===== config.mk =====
export PLATFORM = sky130hd
export DESIGN_NAME = df_serial_add_ctrl
export DESIGN_NICKNAME = d
export VERILOG_FILES = /design/src/rtl/df_serial_add_ctrl_pkg.sv /design/src/rtl/df_fulladder.sv /design/src/rtl/df_serial_add_ctrl.sv
export SDC_FILE = /design/constraint.sdc
export NUM_CORES = 1
export LEC_CHECK = 0
export CAP_MARGIN = 20
export CORE_ASPECT_RATIO = 1.4
export CORE_MARGIN = 3
export CORE_UTILIZATION = 52
export DETAILED_ROUTE_END_ITERATION = 12
export GPL_ROUTABILITY_DRIVEN = 0
export GPL_TIMING_DRIVEN = 1
export PLACE_DENSITY = 0.78
export SETUP_SLACK_MARGIN = 0.5
export SYNTH_ARGS = -nofsm -noshare
export SYNTH_HDL_FRONTEND = slang
export SYNTH_SLANG_ARGS = --single-unit

===== constraint.sdc =====
create_clock -name clk -period 1.8 [get_ports clk]
set_input_delay 0.18 -clock clk [delete_from_list [all_inputs] [get_ports clk]]
set_output_delay 0.18 -clock clk [all_outputs]
set_load 0.01 [all_outputs]

===== src/rtl/df_serial_add_ctrl_pkg.sv =====
// -----------------------------------------------------------------------------
// df_pkg
// Shared definitions for the bit-serial add/subtract controller:
//   - state_e     : controller FSM states (IDLE, RUN, DONE)
//   - cnt_width() : bit-counter width for a given operand width ($clog2(WIDTH))
//   - sat_max()   : bit pattern of the largest positive value, 2^(w-1)-1
//   - sat_min()   : bit pattern of the most negative value, -2^(w-1)
// The saturation helpers return 64-bit patterns; callers slice off the low
// WIDTH bits. Operand widths up to 64 bits are supported by these helpers.
// -----------------------------------------------------------------------------
package df_pkg;

  typedef enum logic [1:0] {
    IDLE = 2'd0,
    RUN  = 2'd1,
    DONE = 2'd2
  } state_e;

  localparam int DEFAULT_WIDTH = 8;

  // The counter only has to reach WIDTH-1, so $clog2(WIDTH) bits suffice.
  function automatic int cnt_width(input int w);
    return $clog2(w);
  endfunction

  function automatic logic [63:0] sat_max(input int w);
    return (64'd1 << (w - 1)) - 64'd1;
  endfunction

  // -2^(w-1) in w-bit two's complement is a lone 1 in the sign position.
  function automatic logic [63:0] sat_min(input int w);
    return 64'd1 << (w - 1);
  endfunction

endpackage


===== src/rtl/df_fulladder.sv =====
// -----------------------------------------------------------------------------
// df_fulladder
// Single-bit full adder used as the time-shared datapath of the serial
// add/subtract controller.
// Ports:
//   a_i, b_i  : addend bits
//   ci_i      : carry in
//   s_o       : sum bit
//   co_o      : carry out
// -----------------------------------------------------------------------------
module df_fulladder (
  input  logic a_i,
  input  logic b_i,
  input  logic ci_i,
  output logic s_o,
  output logic co_o
);

  assign s_o  = a_i ^ b_i ^ ci_i;
  assign co_o = (a_i & b_i) | (ci_i & (a_i ^ b_i));

endmodule


===== src/rtl/df_serial_add_ctrl.sv =====
// -----------------------------------------------------------------------------
// df_serial_add_ctrl
// Bit-serial add/subtract controller. One df_fulladder is time-shared over
// WIDTH-bit operands, LSB first, one bit per clock.
//
// Parameters:
//   WIDTH    : operand/result width in bits (>= 2)
// Ports:
//   clk      : clock, rising edge
//   rst_n    : asynchronous active-low reset
//   start_i  : request a new operation (only honoured in IDLE)
//   a_i, b_i : operands, captured on an accepted start
//   sub_i    : 0 = A+B, 1 = A-B, captured on an accepted start
//   busy_o   : high in RUN and DONE
//   done_o   : one-cycle pulse, result valid
//   sum_o    : result, held until the next done_o
//   carry_o  : carry out of the MSB (subtract: 1 = no borrow)
//   ovf_o    : signed overflow
//
// Optional feature (macro DF_SERIAL_SAT_EN): on signed overflow the result is
// replaced by the saturation limit selected by the sign of operand A.
//
// Timing: start accepted at edge T -> WIDTH RUN cycles -> DONE cycle, during
// which done_o is high and sum_o/carry_o/ovf_o show the new result.
// -----------------------------------------------------------------------------
module df_serial_add_ctrl
  import df_pkg::*;
#(
  parameter int WIDTH = 8
) (
  input  logic             clk,
  input  logic             rst_n,
  input  logic             start_i,
  input  logic [WIDTH-1:0] a_i,
  input  logic [WIDTH-1:0] b_i,
  input  logic             sub_i,
  output logic             busy_o,
  output logic             done_o,
  output logic [WIDTH-1:0] sum_o,
  output logic             carry_o,
  output logic             ovf_o
);

  localparam int              CNT_W   = cnt_width(WIDTH);
  localparam logic [CNT_W-1:0] CNT_LAST = CNT_W'(WIDTH - 1);
  localparam logic [CNT_W-1:0] CNT_ONE  = CNT_W'(1);

  state_e           state_q, state_d;
  logic [WIDTH-1:0] a_q, a_d;
  logic [WIDTH-1:0] b_q, b_d;
  logic [WIDTH-1:0] res_q, res_d;
  logic [CNT_W-1:0] cnt_q, cnt_d;
  logic             carry_q, carry_d;
  logic             ci_msb_q, ci_msb_d;
  logic [WIDTH-1:0] sum_q, sum_d;
  logic             carry_out_q, carry_out_d;
  logic             ovf_q, ovf_d;

  logic             fa_s;
  logic             fa_co;
  logic             ovf_now;
  logic [WIDTH-1:0] result_now;

  df_fulladder u_fa (
    .a_i  (a_q[0]),
    .b_i  (b_q[0]),
    .ci_i (carry_q),
    .s_o  (fa_s),
    .co_o (fa_co)
  );

  // Signed overflow: carry into the MSB differs from carry out of it.
  assign ovf_now = ci_msb_q ^ carry_q;

`ifdef DF_SERIAL_SAT_EN
  localparam logic [63:0]      SAT_MAX_FULL = sat_max(WIDTH);
  localparam logic [63:0]      SAT_MIN_FULL = sat_min(WIDTH);
  localparam logic [WIDTH-1:0] SAT_MAX      = SAT_MAX_FULL[WIDTH-1:0];
  localparam logic [WIDTH-1:0] SAT_MIN      = SAT_MIN_FULL[WIDTH-1:0];

  // The A register is shifted away during RUN, so its original sign bit is
  // kept separately to pick the saturation direction.
  logic a_msb_q, a_msb_d;

  always_comb begin
    a_msb_d = a_msb_q;
    if (state_q == IDLE && start_i) begin
      a_msb_d = a_i[WIDTH-1];
    end
  end

  always_ff @(posedge clk or negedge rst_n) begin
    if (!rst_n) begin
      a_msb_q <= 1'b0;
    end else begin
      a_msb_q <= a_msb_d;
    end
  end

  always_comb begin
    result_now = res_q;
    if (ovf_now) begin
      result_now = a_msb_q ? SAT_MIN : SAT_MAX;
    end
  end
`else
  assign result_now = res_q;
`endif

  // Next-state and datapath sequencing.
  always_comb begin
    state_d     = state_q;
    a_d         = a_q;
    b_d         = b_q;
    res_d       = res_q;
    cnt_d       = cnt_q;
    carry_d     = carry_q;
    ci_msb_d    = ci_msb_q;
    sum_d       = sum_q;
    carry_out_d = carry_out_q;
    ovf_d       = ovf_q;

    case (state_q)
      IDLE: begin
        if (start_i) begin
          // Subtraction as A + ~B + 1: the +1 enters as the initial carry.
          a_d     = a_i;
          b_d     = sub_i ? ~b_i : b_i;
          carry_d = sub_i;
          cnt_d   = '0;
          state_d = RUN;
        end
      end

      RUN: begin
        res_d   = {fa_s, res_q[WIDTH-1:1]};
        a_d     = {1'b0, a_q[WIDTH-1:1]};
        b_d     = {1'b0, b_q[WIDTH-1:1]};
        carry_d = fa_co;
        cnt_d   = cnt_q + CNT_ONE;
        if (cnt_q == CNT_LAST) begin
          // Carry currently held is the carry into the MSB position.
          ci_msb_d = carry_q;
          state_d  = DONE;
        end
      end

      DONE: begin
        sum_d       = result_now;
        carry_out_d = carry_q;
        ovf_d       = ovf_now;
        state_d     = IDLE;
      end

      default: state_d = IDLE;
    endcase
  end

  always_ff @(posedge clk or negedge rst_n) begin
    if (!rst_n) begin
      state_q     <= IDLE;
      a_q         <= '0;
      b_q         <= '0;
      res_q       <= '0;
      cnt_q       <= '0;
      carry_q     <= 1'b0;
      ci_msb_q    <= 1'b0;
      sum_q       <= '0;
      carry_out_q <= 1'b0;
      ovf_q       <= 1'b0;
    end else begin
      state_q     <= state_d;
      a_q         <= a_d;
      b_q         <= b_d;
      res_q       <= res_d;
      cnt_q       <= cnt_d;
      carry_q     <= carry_d;
      ci_msb_q    <= ci_msb_d;
      sum_q       <= sum_d;
      carry_out_q <= carry_out_d;
      ovf_q       <= ovf_d;
    end
  end

  // During DONE the fresh result is forwarded so it is valid alongside
  // done_o; afterwards the registered copy holds it stable.
  assign busy_o  = (state_q != IDLE);
  assign done_o  = (state_q == DONE);
  assign sum_o   = done_o ? result_now : sum_q;
  assign carry_o = done_o ? carry_q    : carry_out_q;
  assign ovf_o   = done_o ? ovf_now    : ovf_q;

endmodule


# --- Word level (Yosys, flattened, before mapping) ---
# Cells that the tools add are included.
classes:
  bitwise: 7
  n_reduce_logical: 6
  n_addsub: 1
  muxes: 15
  n_eq_ne: 5
op_table:
  columns: ["op", "n"]
  rows:
  - ["$mux W8", 4]
  - ["$pmux W8 S2", 2]
  - ["$not A8 Y8", 1]
  - ["$pmux W3 S2", 1]
  - ["$reduce_and A2 Y1", 3]
  - ["$mux W2", 2]
  - ["$ne A2 B2 Y1 const B", 2]
  - ["$pmux W2 S2", 1]
  - ["$reduce_bool A2 Y1", 2]
  - ["$add A3 B1 Y3 const B", 1]
  - ["$eq A3 B3 Y1 const B", 1]
  - ["$mux W1", 3]
  - ["$mux W3", 1]
  - ["$xor A1 B1 Y1", 3]
  - ["$and A1 B1 Y1", 2]
  - ["$eq A2 B1 Y1 const B", 1]
  - ["$eq A2 B2 Y1 const B", 1]
  - ["$logic_not A2 Y1", 1]
  - ["$pmux W1 S2", 1]
  - ["$or A1 B1 Y1", 1]
word_totals:
  input_bits: 20
  out_inout_bits: 12
  ff_bits: 41
  elab_cells: 44

# --- Longest topological paths before layout ---
logic_depth:
  ltp_word: 4
  mapped_depth: 5

# --- Modules after synthesis ---
# A second synthesis with hierarchy kept.
hier_totals:
  cells_unflattened: 167
  hier_area_um2: 1823.0
modules_own_cells:
  columns: ["module", "cells_per_inst", "instances", "area_per_inst_um2"]
  rows:
  - ["df_serial_add_ctrl", 166, 1, 1803.0]
  - ["df_fulladder", 1, 1, 20.0]

# --- Worst setup path after synthesis ---
# No wires, ideal clock.
synth_path:
  path_type: "reg-to-output"
  from: "register state_q[1]"
  to: "output port carry_o"
  stages_incl_launch_ff: 4
  slack_ns: 0.452
  t_required_ns: 1.620
  path_buffers: 1
  arrival_time_ns: 1.168
  path_cell_list: "dfrtp_1 nor2b_1 buf_4 mux2_2"
synth_between:
  elab_chain_cells: 2
synth_rtl:
  columns: ["item", "line_no", "text"]
  rows:
  - ["from (decl)", "df_serial_add_ctrl.sv:48", "state_e state_q, state_d;"]
  - ["from (signal assigned)", "df_serial_add_ctrl.sv:172", "state_q <= state_d;"]
  - ["$eq A2 B2 Y1", "df_serial_add_ctrl.sv:188", "assign done_o = (state_q == DONE);"]
  - ["via done_o", "df_serial_add_ctrl.sv:38", "output logic done_o,"]
  - ["$mux W1", null, null]
  - ["to (decl)", "df_serial_add_ctrl.sv:40", "output logic carry_o,"]
# The timed path passes the listed nets, and every way through them passes these cells.

# --- Worst setup path after layout ---
layout_path:
  from: "register state_q[0]"
  to: "output port sum_o[1]"
layout_between:
  elab_chain_cells: 2
layout_rtl:
  columns: ["item", "line_no", "text"]
  rows:
  - ["$eq A2 B2 Y1", "df_serial_add_ctrl.sv:188", null]
  - ["$mux W8", null, null]
  - ["to (decl)", "df_serial_add_ctrl.sv:39", "output logic [WIDTH-1:0] sum_o,"]
# Every way passes these cells.

==> impl_metrics.tcl <==
set metrics [dict create \
    outcome "complete, no violations" \
    end_kind "primary output" \
    crit_slowest_cell "dfrtp_1" \
    crit_path_cell_trace "nor2b_4, buf_6, buf_12, mux2_4, buf_6" \
    setup_viol_count_final 0 \
    ys_seq_area_share_pct 56.0 \
    critPathArrivalTime_ns 1.55 \
    synthTopCellsByArea "dfrtp_1 (56%), nand2_1 (6.8%), mux2_2 (5.5%)" \
    final.setup.tns_ns 0 \
    finalPower_mw 4.40 \
    cts_buffers 5 \
    worst-path-max-fanout 6 \
    synth_fa_ha_area_share_pct 2.46 \
    cp_num_buf_inv 3 \
    syn_area_sq_um 1830 \
    layoutNonFillerInstCount 272 \
    period_share_pct 96.0 \
    crit_top_cell "buf_6" \
    detail_route.wl_per_cell_um 18.8 \
    pwr-share-comb_pct 50.7 \
    maxCapViolations 0 \
    cp_top_family "flip-flops" \
    ios 32 \
    swShare_pct 36.7 \
    clk_path_buf_depth 2 \
    globalRoute.totalOverflow 0 \
    grt_use_total_pct 21.9 \
    yosys.area_share.xor_xnor_pct 4.30 \
    die_h_um 76.3 \
    place.detailed.hpwl_mm 2.67 \
    max_freq_ghz 0.578 \
    via_count 1544 \
    p_sw_mw 1.61 \
    clkTransAtPathRegs_ns 0.08 \
    grt_pass1_wl_mm 7.23 \
    p_seq_share_pct 36.1 \
    finalNetCount 255 \
    cts_num_sinks 41 \
    cts_tree "built" \
    core_area_sq_um 3240 \
    cpPeakStageDelay_ns 0.42 \
    hold_violations 0 \
    syn_nets 190 \
    viasPerCell 5.68 \
    finalMaxSlewViolations 0 \
    grt_pass1_vias 1526 \
    synthCells 167 \
    synth_mux_area_share_pct 6.14 \
    min_path_type "in -> async" \
    critical_path_class "reg -> out" \
    drive_gt1_share_pct 38.2 \
    cts_max_level 2 \
    synth.distinct_cells 26 \
    p_leak_nw 1.28 \
    firstDrtPassIters 4 \
    drcViolationCount 0 \
    vdd_drop_max_mv 1.19 \
    synth_compound_area_share_pct 12.8 \
    fin_crit_ns 1.73 \
    pwr-share-clk_pct 13.1 \
    yosysTopAreaCell "dfrtp_1" \
    dpl.cell_count 235 \
    skew_ns 0.00491 \
    num_rows 24 \
    ant_nets 0 \
    yosysWarningCount 0 \
    synthSimpleGateAreaFrac_pct 15.2 \
    yosys_register_bits 41 \
    diodes 0 \
    synth_top_family_by_area "simple AND/OR/NAND/NOR gates" \
    port-buffer-count 31 \
    syn_avg_cell_area_sq_um 11.0 \
    drt_wl_total_mm 5.13 \
    internal_power_mw 2.79 \
    drtIter0Drc 70 \
    p_per_area_nw_per_um2 1590 \
    clkLatencyLatePin_ns 0.29 \
    syn_to_final_growth_pct 51.5 \
    startpoint_type "flop" \
    grt_antenna_before_repair 0 \
    clock-root-buffer "clkbuf_8" \
    grt_max_degree 22 \
    die_w_um 56.2 \
    start_util_pct 56.5 \
    tightest_slew_ns 0.491 \
    synth_top_area_share_pct 56.0 \
    required_ns 1.62 \
    rsz0062_at_grt "true" \
    slew_headroom_pct 67.3 \
    dieArea_sq_um 4280 \
]
final timing paths:
path                            startpoint       end  slack (ns)  cells past startpoint
worst max-delay path            state_q[0]  sum_o[1]        0.07                      5
worst min-delay path                 rst_n  res_q[6]        0.39                      2
worst max register to register  state_q[0]  ci_msb_q        0.10                      7
worst min register to register    cnt_q[0]  cnt_q[0]        0.49                      1
max in group asynchronous            rst_n  sum_q[1]        0.93                      3
min in group clk                    a_i[7]    a_q[7]        0.41                      3
synth_stat cells:
| master | instances |
|---|---|
| a221o_1 | 7 |
| nor2b_1 | 9 |
| nor2_1 | 9 |
| mux2_2 | 9 |
| mux2_1 | 1 |
| buf_4 | 1 |
| clkbuf_1 | 1 |
| buf_6 | 1 |
| ha_1 | 2 |
| nor3b_2 | 1 |
| o21bai_2 | 1 |
| fa_1 | 1 |
| dfrtp_1 | 41 |
| nand3_1 | 3 |
| or3b_1 | 1 |
| or2_2 | 1 |
| xnor2_1 | 9 |
| a22oi_1 | 8 |
| and2_4 | 1 |
| o21ai_0 | 9 |
| nand2_1 | 33 |
| and2b_1 | 1 |
| nand2b_1 | 1 |
| a211oi_1 | 1 |
| buf_2 | 7 |
| a21oi_1 | 8 |
layer usage:
layer | part of all wire [%] | routed length, um | global-route usage [%] | up-vias
met5 | 0 | 0 | 0 | -
met4 | 3.3 | 169 | 11.6 | 0
met3 | 2.9 | 151 | 4.75 | 14
met2 | 57 | 2940 | 37.2 | 43
met1 | 36 | 1860 | 25.3 | 781
li1 | - | - | - | 706
sequential cells by signal (all words and copies together), names as in the netlist, 2 cells and up:
name,count
state_q,2
res_q,8
a_q,8
sum_q,8
b_q,8
cnt_q,3
final cells by class:
cell class,count,area (sq um)
multi-input cells,119,941
clock buffers,6,72.6
repair buffers,65,679
flip-flops and latches,41,1030
well taps,39,48.8
fillers,161,465
clock inverters,2,10.0
cells by family after synthesis:
group                    after synthesis
buffers and inverters                 10
AND/OR/NAND/NOR                       60
XOR/XNOR                               9
flip-flops                            41
AO/OA/AOI/OAI                         34
adder cells (fa/ha/maj)                3
multiplexers                          10
timing repair:
action | 4_1_cts | 5_1_grt
resized for setup | 89 | 34
hold endpoints to repair | 20 | 0
pin swaps | 9 | 8
setup buffers | 13 | 10
endpoints found under the setup margin | 25 | 46
hold buffers | 1 | 0
cloned | 3 | 2
per-stage QoR:
step / cell area [sq um] / setup slack (ns) / util, % / hold WS [ns]
floorplan: 1840 / 0.504 / - / -0.116
global placement: 2220 / 0.134 / 68.4 / 0.157
detailed placement: 2220 / 0.0824 / 68.4 / 0.168
CTS: 2560 / 0.107 / 79.1 / 0.393
global route: 2780 / 0.0251 / 85.6 / 0.431
finish: 2780 / 0.0711 / 85.6 / 0.390
worst reg2reg max path: cells and delay by family, from the launching register on:
family	cells	cell delay [ns]
buffers and inverters	4	0.49
flip-flops	1	0.41
multiplexers	1	0.32
AND/OR/NAND/NOR	2	0.36
power by group through the flow:
| stage | Sequential, mW | Clock (mW) | Combinational, mW |
|---|---|---|---|
| 6_report | 1.59 | 0.579 | 2.23 |
| 4_1_cts | 1.55 | 0.585 | 1.77 |
| 3_3_place_gp | 1.52 | 0 | 1.32 |
| 2_1_floorplan | 1.47 | 0 | 0.902 |
| 5_1_grt | 1.63 | 0.635 | 2.40 |
| 3_5_place_dp | 1.55 | 0 | 1.39 |
layout by cell type (no fill, tap or decap), drive strengths merged:
| cell type | Yosys | layout |
|---|---|---|
| clkdlybuf4s50 | 0 | 18 |
| nor2 | 9 | 9 |
| a22oi | 8 | 8 |
| or2 | 1 | 1 |
| dfrtp | 41 | 41 |
| fa | 1 | 1 |
| o21ai | 9 | 9 |
| clkbuf | 1 | 6 |
| o21bai | 1 | 2 |
| or3b | 1 | 2 |
| and2b | 1 | 1 |
| nand2 | 33 | 33 |
| nand2b | 1 | 2 |
| xnor2 | 9 | 9 |
| clkinv | 0 | 2 |
| a221o | 7 | 7 |
| nor2b | 9 | 9 |
| nand3 | 3 | 3 |
| mux2 | 10 | 10 |
| dlygate4sd3 | 0 | 1 |
| buf | 9 | 46 |
| and2 | 1 | 1 |
| nor3b | 1 | 1 |
| a211oi | 1 | 1 |
| a21oi | 8 | 8 |
| ha | 2 | 2 |
No activity file was read; power rests on OpenSTA's default activity.
